==> src/rtl/cpld_ram_xbank_if.sv <==
// Z80 bus inputs and SRAM-side outputs of the CPC RAM-expansion CPLD.
// master = CPU/board side, slave = the expansion controller.
interface cpld_ram_xbank_if #(
    parameter int BANK_BITS = 3
);
    localparam int EXT_W = (BANK_BITS > 3) ? BANK_BITS - 3 : 1;

    logic                 iorq_b;
    logic                 mreq_b;
    logic                 rfsh_b;
    logic                 wr_b;
    logic                 ramrd_b;
    logic                 adr15;
    logic                 adr14;
    logic [EXT_W-1:0]     adr_ext;
    logic [7:0]           data;
    logic                 ramdis;
    logic                 ramcs_b;
    logic                 ramoe_b;
    logic                 ramwe_b;
    logic [BANK_BITS+1:0] ramadrhi;
    logic [BANK_BITS+2:0] cfg_q;
    logic                 mwr_cyc;

    modport master (
        output iorq_b, mreq_b, rfsh_b, wr_b, ramrd_b, adr15, adr14, adr_ext, data,
        input  ramdis, ramcs_b, ramoe_b, ramwe_b, ramadrhi, cfg_q, mwr_cyc
    );

    modport slave (
        input  iorq_b, mreq_b, rfsh_b, wr_b, ramrd_b, adr15, adr14, adr_ext, data,
        output ramdis, ramcs_b, ramoe_b, ramwe_b, ramadrhi, cfg_q, mwr_cyc
    );
endinterface

==> src/rtl/cpld_ram_xbank.sv <==
// CPC RAM-expansion controller (512K..4MB): config-port decode, memory-cycle FSM, SRAM strobes.
// Optional macro SHADOW_MODE_EN routes every non-expansion access to SRAM bank SHADOW_BANK.
module cpld_ram_xbank #(
    parameter int                   BANK_BITS   = 3,
    parameter logic [BANK_BITS-1:0] SHADOW_BANK = {BANK_BITS{1'b1}},
    parameter int                   IOWR_FILTER = 2
) (
    input  logic             clk,
    input  logic             reset_b,
    cpld_ram_xbank_if.slave  bus
);
    localparam int         CFG_W = BANK_BITS + 3;
    localparam logic [1:0] FILT  = 2'(IOWR_FILTER);

    typedef enum logic [1:0] {S_IDLE, S_ACT, S_WR, S_RFSH} state_t;

    state_t               state_q, state_d;
    logic [CFG_W-1:0]     cfg_q, cfg_d, cfg_new;
    logic [1:0]           cnt_q, cnt_d, cnt_inc;
    logic                 armed_q, armed_d;
    logic                 io_hit, load;

    logic [1:0]           blk, block;
    logic [2:0]           mode;
    logic [BANK_BITS-1:0] bank, bank_sel;
    logic                 exp_hit, target, cs_b;

    generate
        if (BANK_BITS > 3) begin : g_ext
            assign cfg_new = {bus.adr_ext, bus.data[5:0]};
        end else begin : g_noext
            logic unused_ext;
            assign unused_ext = ^bus.adr_ext;
            assign cfg_new    = bus.data[5:0];
        end
    endgenerate

    // Write filter: the count saturates at FILT; armed limits loads to one per I/O cycle
    always_comb begin
        io_hit  = !bus.iorq_b && !bus.wr_b && !bus.adr15 && (bus.data[7:6] == 2'b11);
        cnt_inc = (cnt_q == FILT) ? cnt_q : cnt_q + 2'd1;
        cnt_d   = io_hit ? cnt_inc : 2'd0;
        load    = io_hit && armed_q && (cnt_inc == FILT);
        cfg_d   = load ? cfg_new : cfg_q;
        armed_d = bus.iorq_b ? 1'b1 : (load ? 1'b0 : armed_q);
    end

    always_comb begin
        state_d = state_q;
        if (bus.mreq_b) begin
            state_d = S_IDLE;
        end else begin
            case (state_q)
                S_IDLE: begin
                    if (!bus.rfsh_b)    state_d = S_RFSH;
                    else if (!bus.wr_b) state_d = S_WR;
                    else                state_d = S_ACT;
                end
                S_ACT:   if (!bus.wr_b) state_d = S_WR;
                default: state_d = state_q;
            endcase
        end
    end

    always_comb begin
        blk     = {bus.adr15, bus.adr14};
        mode    = cfg_q[2:0];
        bank    = cfg_q[CFG_W-1:3];
        exp_hit = 1'b0;
        block   = blk;
        casez (mode)
            3'b001: begin
                exp_hit = (blk == 2'd3);
                block   = 2'd3;
            end
            3'b010: exp_hit = 1'b1;
            3'b011: begin
                // blk1 maps to block 3 too, but only as a shadow access
                exp_hit = (blk == 2'd3);
                if (blk == 2'd3 || blk == 2'd1) block = 2'd3;
            end
            3'b1??: begin
                exp_hit = (blk == 2'd1);
                block   = mode[1:0];
            end
            default: exp_hit = 1'b0;
        endcase
`ifdef SHADOW_MODE_EN
        target = exp_hit || bus.rfsh_b;
        if (!exp_hit)                 bank_sel = SHADOW_BANK;
        else if (bank == SHADOW_BANK) bank_sel = {SHADOW_BANK[BANK_BITS-1:1], 1'b0};
        else                          bank_sel = bank;
`else
        target   = exp_hit;
        bank_sel = bank;
`endif
        cs_b = bus.mreq_b || !bus.rfsh_b || !target;
    end

`ifndef SHADOW_MODE_EN
    logic [BANK_BITS-1:0] unused_shadow;
    assign unused_shadow = SHADOW_BANK;
`endif

    assign bus.ramcs_b  = cs_b;
    assign bus.ramdis   = target && !bus.mreq_b && bus.rfsh_b;
    assign bus.ramwe_b  = (state_q != S_WR) || cs_b;
    assign bus.ramoe_b  = bus.ramrd_b;
    assign bus.ramadrhi = target ? {bank_sel, block} : '0;
    assign bus.cfg_q    = cfg_q;
    assign bus.mwr_cyc  = (state_q == S_WR);

    always_ff @(posedge clk) begin
        if (!reset_b) begin
            state_q <= S_IDLE;
            cfg_q   <= '0;
            cnt_q   <= '0;
            armed_q <= 1'b1;
        end else begin
            state_q <= state_d;
            cfg_q   <= cfg_d;
            cnt_q   <= cnt_d;
            armed_q <= armed_d;
        end
    end
endmodule

==> src/flat_wrapper.sv <==
// flat-port wrapper written by rule: the top's interface ports become plain ports
module cpld_ram_xbank_flat 
#(
    parameter int                   BANK_BITS   = 3,
    parameter logic [BANK_BITS-1:0] SHADOW_BANK = {BANK_BITS{1'b1}},
    parameter int                   IOWR_FILTER = 2
)
  (clk, reset_b, bus_iorq_b, bus_mreq_b, bus_rfsh_b, bus_wr_b, bus_ramrd_b, bus_adr15, bus_adr14, bus_adr_ext, bus_data, bus_ramdis, bus_ramcs_b, bus_ramoe_b, bus_ramwe_b, bus_ramadrhi, bus_cfg_q, bus_mwr_cyc);
  cpld_ram_xbank_if #(.BANK_BITS(BANK_BITS)) bus_i ();
  input  logic clk;
  input  logic reset_b;
  input wire logic [$bits(bus_i.iorq_b)-1:0] bus_iorq_b;
  input wire logic [$bits(bus_i.mreq_b)-1:0] bus_mreq_b;
  input wire logic [$bits(bus_i.rfsh_b)-1:0] bus_rfsh_b;
  input wire logic [$bits(bus_i.wr_b)-1:0] bus_wr_b;
  input wire logic [$bits(bus_i.ramrd_b)-1:0] bus_ramrd_b;
  input wire logic [$bits(bus_i.adr15)-1:0] bus_adr15;
  input wire logic [$bits(bus_i.adr14)-1:0] bus_adr14;
  input wire logic [$bits(bus_i.adr_ext)-1:0] bus_adr_ext;
  input wire logic [$bits(bus_i.data)-1:0] bus_data;
  output wire logic [$bits(bus_i.ramdis)-1:0] bus_ramdis;
  output wire logic [$bits(bus_i.ramcs_b)-1:0] bus_ramcs_b;
  output wire logic [$bits(bus_i.ramoe_b)-1:0] bus_ramoe_b;
  output wire logic [$bits(bus_i.ramwe_b)-1:0] bus_ramwe_b;
  output wire logic [$bits(bus_i.ramadrhi)-1:0] bus_ramadrhi;
  output wire logic [$bits(bus_i.cfg_q)-1:0] bus_cfg_q;
  output wire logic [$bits(bus_i.mwr_cyc)-1:0] bus_mwr_cyc;
  assign bus_i.iorq_b = bus_iorq_b;
  assign bus_i.mreq_b = bus_mreq_b;
  assign bus_i.rfsh_b = bus_rfsh_b;
  assign bus_i.wr_b = bus_wr_b;
  assign bus_i.ramrd_b = bus_ramrd_b;
  assign bus_i.adr15 = bus_adr15;
  assign bus_i.adr14 = bus_adr14;
  assign bus_i.adr_ext = bus_adr_ext;
  assign bus_i.data = bus_data;
  assign bus_ramdis = bus_i.ramdis;
  assign bus_ramcs_b = bus_i.ramcs_b;
  assign bus_ramoe_b = bus_i.ramoe_b;
  assign bus_ramwe_b = bus_i.ramwe_b;
  assign bus_ramadrhi = bus_i.ramadrhi;
  assign bus_cfg_q = bus_i.cfg_q;
  assign bus_mwr_cyc = bus_i.mwr_cyc;
  cpld_ram_xbank #(.BANK_BITS(BANK_BITS), .SHADOW_BANK(SHADOW_BANK), .IOWR_FILTER(IOWR_FILTER)) u_core (.clk(clk), .reset_b(reset_b), .bus(bus_i));
endmodule
==> config.mk <==
export PLATFORM = sky130hd
export DESIGN_NAME = cpld_ram_xbank_flat
export DESIGN_NICKNAME = d
export VERILOG_FILES = /design/src/rtl/cpld_ram_xbank_if.sv /design/src/rtl/cpld_ram_xbank.sv /design/src/flat_wrapper.sv
export SDC_FILE = /design/constraint.sdc
export NUM_CORES = 1
export LEC_CHECK = 0
export BUFFER_PORTS_ARGS = -buffer_cell sky130_fd_sc_hd__buf_4
export CELL_PAD_IN_SITES_DETAIL_PLACEMENT = 2
export CELL_PAD_IN_SITES_GLOBAL_PLACEMENT = 2
export CORE_UTILIZATION = 23
export DETAILED_ROUTE_END_ITERATION = 16
export GPL_TIMING_DRIVEN = 1
export PLACE_DENSITY = 0.81
export SLEW_MARGIN = 0
export SYNTH_ARGS = -nofsm -noshare
export SYNTH_HDL_FRONTEND = slang
export SYNTH_SLANG_ARGS = --single-unit
==> constraint.sdc <==
create_clock -name clk -period 2.9 [get_ports clk]
set_input_delay 0 -clock clk [delete_from_list [all_inputs] [get_ports clk]]
set_output_delay 0 -clock clk [all_outputs]
set_load 0.02 [all_outputs]
==> results.ini, run 1 <==
[run_status]
violations=negative hold slack
status=finished, violations left

[worst_hold_path]
min_path_cells=3
hold_path_class=input pin to flop
min_from=bus_data[4]
whs_endpoint=u_core.bus.cfg_q[4]$_SDFFE_PN0P_

[synthesis]
netlist_instances=71
ys_top_cells_by_area=dfxtp_1 38%, mux2i_1 10%, nand2_1 9.0%
synth_ff_type=dfxtp_1
ys_ff_latch=11
synth-async-reset-ratio_pct=0
synth_enable_flop_cells=0
synth_warnings=0
synth_area_per_cell_um2=8.26
netlist_area_um2=587
synth_top_area_share_pct=37.5
synth_top_area_cell=dfxtp_1
syn_nets=90
ys_types=24
ys_seq_area_share_pct=37.5

[layout]
syn_to_final_growth_pct=57.1
antenna_cells=0
layout_common_cells=30 x buf_4, 14 x nand2_1, 11 x dfxtp_1
nNetsFinal=129
layout_commonest_cell=buf_4
layout-drive-gt1-share_pct=31.2
fin_cells=137

[critical_path]
timing.critical_path.to_type=output port
worstPathRequired_ps=2900
cp_max_fo=8
critical_path_class=flop to output port
reg2reg_to=u_core.bus.cfg_q[4]$_SDFFE_PN0P_
reg2reg_from=u_core.cnt_q[1]$_SDFF_PN0_
cp.arrival_ps=1610
start_kind=flop
r2r_cells=5
ff2ff_setup_slack_ps=1300

[route]
wire_per_inst_um=14.5
antenna_left=0
drt-initial-drc-count=2
drcViolationCount=0
viasPerCell=4.74
vias=650
dr.pass1.iters=5
wirelength_um=1990

[power_and_ir_drop]
clockPowerShare_pct=36.1
netSwitchingFraction_pct=25.6
internal_power_mw=0.231
powerDensity_nw_per_um2=336
max-vdd-ir-drop_uv=150
power_frac_comb_pct=14.4
p_sw_mw=0.0795
seqPwrFrac_pct=49.6
leakagePower_nw=0.392

[cts]
cts.sinks=11
clk_latency_ps=280
ctsLongestPathBuffers=2
h-tree-depth=1
cts_setup_buffers=0
clkSlewWorstSetupHoldPaths_ps=80
cts_tree=done
cts_inserted_buffers=3
clock-root-buffer=clkbuf_4

[place]
gp_congestion=0.713
port_buffers=30
placed_cells=127
hpwlAfterDp_um=1450

[floorplanning]
io_pins=34
initial_core_util_pct=25.5
die_h_um=52.5
rows=17
coreArea_um2=2300
dieArea_um2=2760
fp.dieW_um=52.5

[timing]
fmax_mhz=619
fin_hold_ws_ps=-4.77
tightest_slew_ps=613
period_minus_slack_ps=1610
final_max_slew_viol_count=0
slew_headroom_pct=58.7
hold_viol=1
finalSetupViolCount=0
finalCritPeriodShare_pct=55.7
rsz0062_at_grt=no
finalSetupTns_ps=0
fin_skew_ps=7.08

[global_routing]
track_usage_pct=15.7
grt-ovfl-total=0
antenna_found_initial=0
grt_max_degree=16
grt_pass1_wl_um=3010
grt_pass1_vias=659

[run]
maxCapViolCount=0

-- worst max-delay path: stages, from the launching register on --
cell and delay, ps:
dfxtp_1 480, nor2b_1 90, a311o_1 400, and3_1 210
buf_4 150
-- synth_stat cells, types with 2 or more instances --
cell type / count
nand4_1: 3
nand2_1: 14
inv_1: 4
nand2b_1: 3
dfxtp_1: 11
mux2i_1: 6
o21ai_0: 2
and3_1: 4
nor2_1: 4
nand3_1: 2
nor2b_1: 3
nor3_1: 3
-- state kept, by name (all words and copies together), names as in the netlist --
register	cells
u_core.bus.cfg_q	6
u_core.cnt_q	2
u_core.state_q	2
u_core.armed_q	1
-- per-stage QoR --
stage	hold slack (ps)	setup WS (ps)	utilization, %	cell area, um2	power [mW]
floorplan	113	1520	-	587	0.173
global placement	0.236	1350	36.4	836	0.194
detailed placement	0.236	1270	36.4	836	0.196
CTS	0.236	1220	40.1	922	0.314
global route	0.0512	1180	40.1	922	0.325
finish	-4.77	1290	40.1	922	0.310
-- power by group through the flow --
| stage | clock [mW] | combinational, mW | sequential [mW] |
|---|---|---|---|
| 2_1_floorplan | 0 | 0.0155 | 0.157 |
| 3_3_place_gp | 0 | 0.0371 | 0.157 |
| 3_5_place_dp | 0 | 0.0387 | 0.157 |
| 4_1_cts | 0.116 | 0.0448 | 0.154 |
| 5_1_grt | 0.122 | 0.0486 | 0.154 |
| 6_report | 0.112 | 0.0445 | 0.154 |
-- layout make-up --
| cell class | instances | area [um2] |
|---|---|---|
| clock buffer | 4 | 26.3 |
| multi-input combinational | 54 | 340 |
| fill | 283 | 1380 |
| sequential | 11 | 220 |
| inverter | 4 | 15.0 |
| timing repair buffer | 36 | 285 |
| tap | 28 | 35.0 |
-- metal layers --
metal  vias up  track usage, %  share of wire [%]
li1        323               -                  -
met1       304            18.0                 42
met2        19            27.0                 51
met3         4            2.61                4.6
met4         0            9.21                2.1
met5         -               0                  0
-- worst max path at each step --
stage / start / end / slack [ps] / cells after the start
after floorplan: u_core.cnt_q[0]$_SDFF_PN0_ / u_core.bus.cfg_q[0]$_SDFFE_PN0P_ / 1520 / 5
after global placement: u_core.cnt_q[0]$_SDFF_PN0_ / u_core.bus.cfg_q[3]$_SDFFE_PN0P_ / 1350 / 5
after detailed placement: u_core.cnt_q[1]$_SDFF_PN0_ / u_core.bus.cfg_q[4]$_SDFFE_PN0P_ / 1270 / 5
after CTS: u_core.cnt_q[1]$_SDFF_PN0_ / u_core.bus.cfg_q[4]$_SDFFE_PN0P_ / 1220 / 5
after global routing: u_core.cnt_q[0]$_SDFF_PN0_ / u_core.bus.cfg_q[4]$_SDFFE_PN0P_ / 1180 / 5
final: u_core.bus.cfg_q[0]$_SDFFE_PN0P_ / bus_ramadrhi[2] / 1290 / 4
-- what timing repair did --
action | 4_1_cts | 5_1_grt
setup endpoints to repair | 0 | 0
hold buffers | 6 | 0
gates resized for setup | 0 | 0
hold endpoints to repair | 5 | 0
-- kinds of logic after synthesis --
group                      count (synthesis)  share of synthesized area, %
AOI/OAI and AO/OA                          7                          8.53
adders and majority gates                  1                          2.13
buffers and inverters                      6                          4.48
and+or+nand+nor                           40                          37.1
muxes                                      6                          10.2
DFF                                       11                          37.5
(Power assumes the default switching activity.)
==> run 2, diff against run 1 <==
--- a/config.mk
+++ b/config.mk
@@ -8,10 +8,11 @@
 export BUFFER_PORTS_ARGS = -buffer_cell sky130_fd_sc_hd__buf_4
 export CELL_PAD_IN_SITES_DETAIL_PLACEMENT = 2
 export CELL_PAD_IN_SITES_GLOBAL_PLACEMENT = 2
-export CORE_UTILIZATION = 23
+export CORE_ASPECT_RATIO = 2
+export CORE_UTILIZATION = 19
 export DETAILED_ROUTE_END_ITERATION = 16
 export GPL_TIMING_DRIVEN = 1
-export PLACE_DENSITY = 0.81
+export PLACE_DENSITY = 0.72
 export SLEW_MARGIN = 0
 export SYNTH_ARGS = -nofsm -noshare
 export SYNTH_HDL_FRONTEND = slang
==> constraint.sdc (replaced) <==
create_clock -name clk -period 1.4 [get_ports clk]
set_input_delay 0 -clock clk [delete_from_list [all_inputs] [get_ports clk]]
set_output_delay 0 -clock clk [all_outputs]
set_load 0.02 [all_outputs]
==> results.ini, run 2 (synthesis gave the netlist of run 1 again) <==
[critical_path]
start_kind=flop
critical_path_class=flop to output port
cp_slowest_cell=a311o_1
crit_chain=nor2b_1, a311o_1, and3_1, buf_4
cp_max_fo=6  ; -2
cp.arrival_ps=1390  ; -220 ps
timing.critical_path.to_type=output port
worstPathRequired_ps=1400  ; -1500 ps
critical_path.max_stage_delay_ps=370  ; -110 ps

[place]
placed_cell_area_um2=861  ; +3.0%
dp_slack_ps=-40.0  ; -1310 ps
placed_cells=132  ; +3.9%
hpwlAfterDp_um=1490  ; +3.1%
port_buffers=30  ; unchanged
gp_congestion=0.711  ; -0.25%

[power_and_ir_drop]
powerDensity_nw_per_um2=770  ; +130%
power_mw=0.723  ; +130%
leakagePower_nw=0.400  ; +2.1%
max-vdd-ir-drop_uv=371  ; +150%

[route]
drt-initial-drc-count=8  ; +6
viasPerCell=4.71  ; -0.81%
wire_per_inst_um=14.1  ; -2.8%
drcViolationCount=0  ; unchanged
dr.pass1.iters=3  ; -2
antenna_left=0  ; unchanged
vias=640  ; -1.5%
wirelength_um=1920  ; -3.5%

[floorplanning]
coreArea_um2=2940  ; +28%
fp.dieW_um=41.3  ; -21%
die_h_um=80.6  ; +53%
rows=28  ; +11
io_pins=34  ; unchanged
initial_core_util_pct=19.9  ; -5.6 points
dieArea_um2=3330  ; +21%

[worst_hold_path]
hold_path_class=input pin to output port

[timing]
fmax_mhz=720
fin_hold_ws_ps=0.00883  ; +4.77 ps
finalSetupTns_ps=0  ; unchanged
finalSetupViolCount=0  ; unchanged
final_max_slew_viol_count=0  ; unchanged
worst_slack_ps=12.0  ; -1270 ps
tightest_slew_ps=466  ; -147 ps
hold_viol=0  ; -1
finalCritPeriodShare_pct=99.1
rsz0062_at_grt=yes
slew_headroom_pct=68.7  ; +10 points
fin_skew_ps=4.00  ; -3.08 ps
period_minus_slack_ps=1390

[global_routing]
grt_pass1_wl_um=2990  ; -0.70%
grt_max_degree=16  ; unchanged
antenna_found_initial=0  ; unchanged
grt_pass1_vias=691  ; +4.9%
track_usage_pct=13.3  ; -2.4 points
grt-ovfl-total=0  ; unchanged

[cts]
ctsLongestPathBuffers=2  ; unchanged
cts.sinks=11  ; unchanged
clk_latency_ps=240  ; -40 ps
h-tree-depth=1  ; unchanged
cts_tree=done
cts_inserted_buffers=3  ; unchanged
clock-root-buffer=clkbuf_8
clkSlewWorstSetupHoldPaths_ps=50  ; -30 ps
cts_setup_buffers=0  ; unchanged
cts_hold_buf=0  ; -6

[layout]
nNetsFinal=126  ; -2.3%
regMostFlops=u_core.bus.cfg_q
layout_commonest_cell=buf_4
layout-drive-gt1-share_pct=44.3  ; +13 points
fin_cells=136  ; -0.73%
utilization_pct=31.9  ; -8.3 points
layout_common_cells=31 x buf_4, 14 x nand2_1, 6 x mux2i_1, 6 x dfxtp_1, 5 x dfxtp_2
largest_reg_flops=6  ; unchanged
antenna_cells=0  ; unchanged
design_area_um2=938  ; +1.8%
syn_to_final_growth_pct=59.9
largestRegisters=u_core.bus.cfg_q: 6 flops, u_core.cnt_q: 2 flops, u_core.state_q: 2 flops

[run_status]
status=complete, no violations

[run]
maxCapViolCount=0  ; unchanged

-- run 2: cell types whose count changed in the layout (fill, tap and decap cells not counted), sizes merged --
cell / delta
buf: +3
clkbuf: -1
clkinv: +1
dlygate4sd3: -6
-- run 2: what timing repair did --
item / in CTS / in global routing
setup endpoints to repair: 12 / 10
gates resized for setup: 4 / 8
pin swaps: 5 / 1
endpoints found under the hold margin: 0 / 0
-- run 2: per-layer routing --
metal | wire length [um] | global-route usage (%) | share of wire [%] | up-vias
met1 | 706 | 12.2 | 37 | 302
met2 | 1120 | 24.8 | 58 | 20
li1 | - | - | - | 316
met3 | 69 | 1.66 | 3.6 | 2
met5 | 0 | 0 | 0 | -
met4 | 22 | 6.77 | 1.1 | 0
-- run 2: power by group --
part | internal [mW] | switching, mW
clock network | 0.196 | 0.126
registers | 0.317 | 0.00233
logic | 0.0416 | 0.0398
-- run 2: final timing paths --
kind | startpoint | end | slack, ps | cells past startpoint
min reg2reg | u_core.bus.cfg_q[3]$_SDFFE_PN0P_ | u_core.bus.cfg_q[3]$_SDFFE_PN0P_ | 480 | 2
min | bus_ramrd_b | bus_ramoe_b | 0.009 | 0
max | u_core.bus.cfg_q[1]$_SDFFE_PN0P_ | bus_ramadrhi[4] | 10 | 4
max reg2reg | u_core.cnt_q[0]$_SDFF_PN0_ | u_core.bus.cfg_q[5]$_SDFFE_PN0P_ | 40 | 6
-- run 2: worst max-delay path, delay by kind of cell (launching register included) --
kind,cells,cell delay (ps)
AOI/OAI and AO/OA,1,370
DFF,1,320
and+or+nand+nor,2,320
buffers and inverters,1,150
-- run 2: area by class of cell --
cell class | count | area [um2]
inverter | 4 | 15.0
clock inverter | 1 | 5.00
multi-input combinational | 54 | 358
tap | 30 | 37.5
fill | 366 | 2000
sequential | 11 | 226
timing repair buffer | 33 | 255
clock buffer | 3 | 41.3
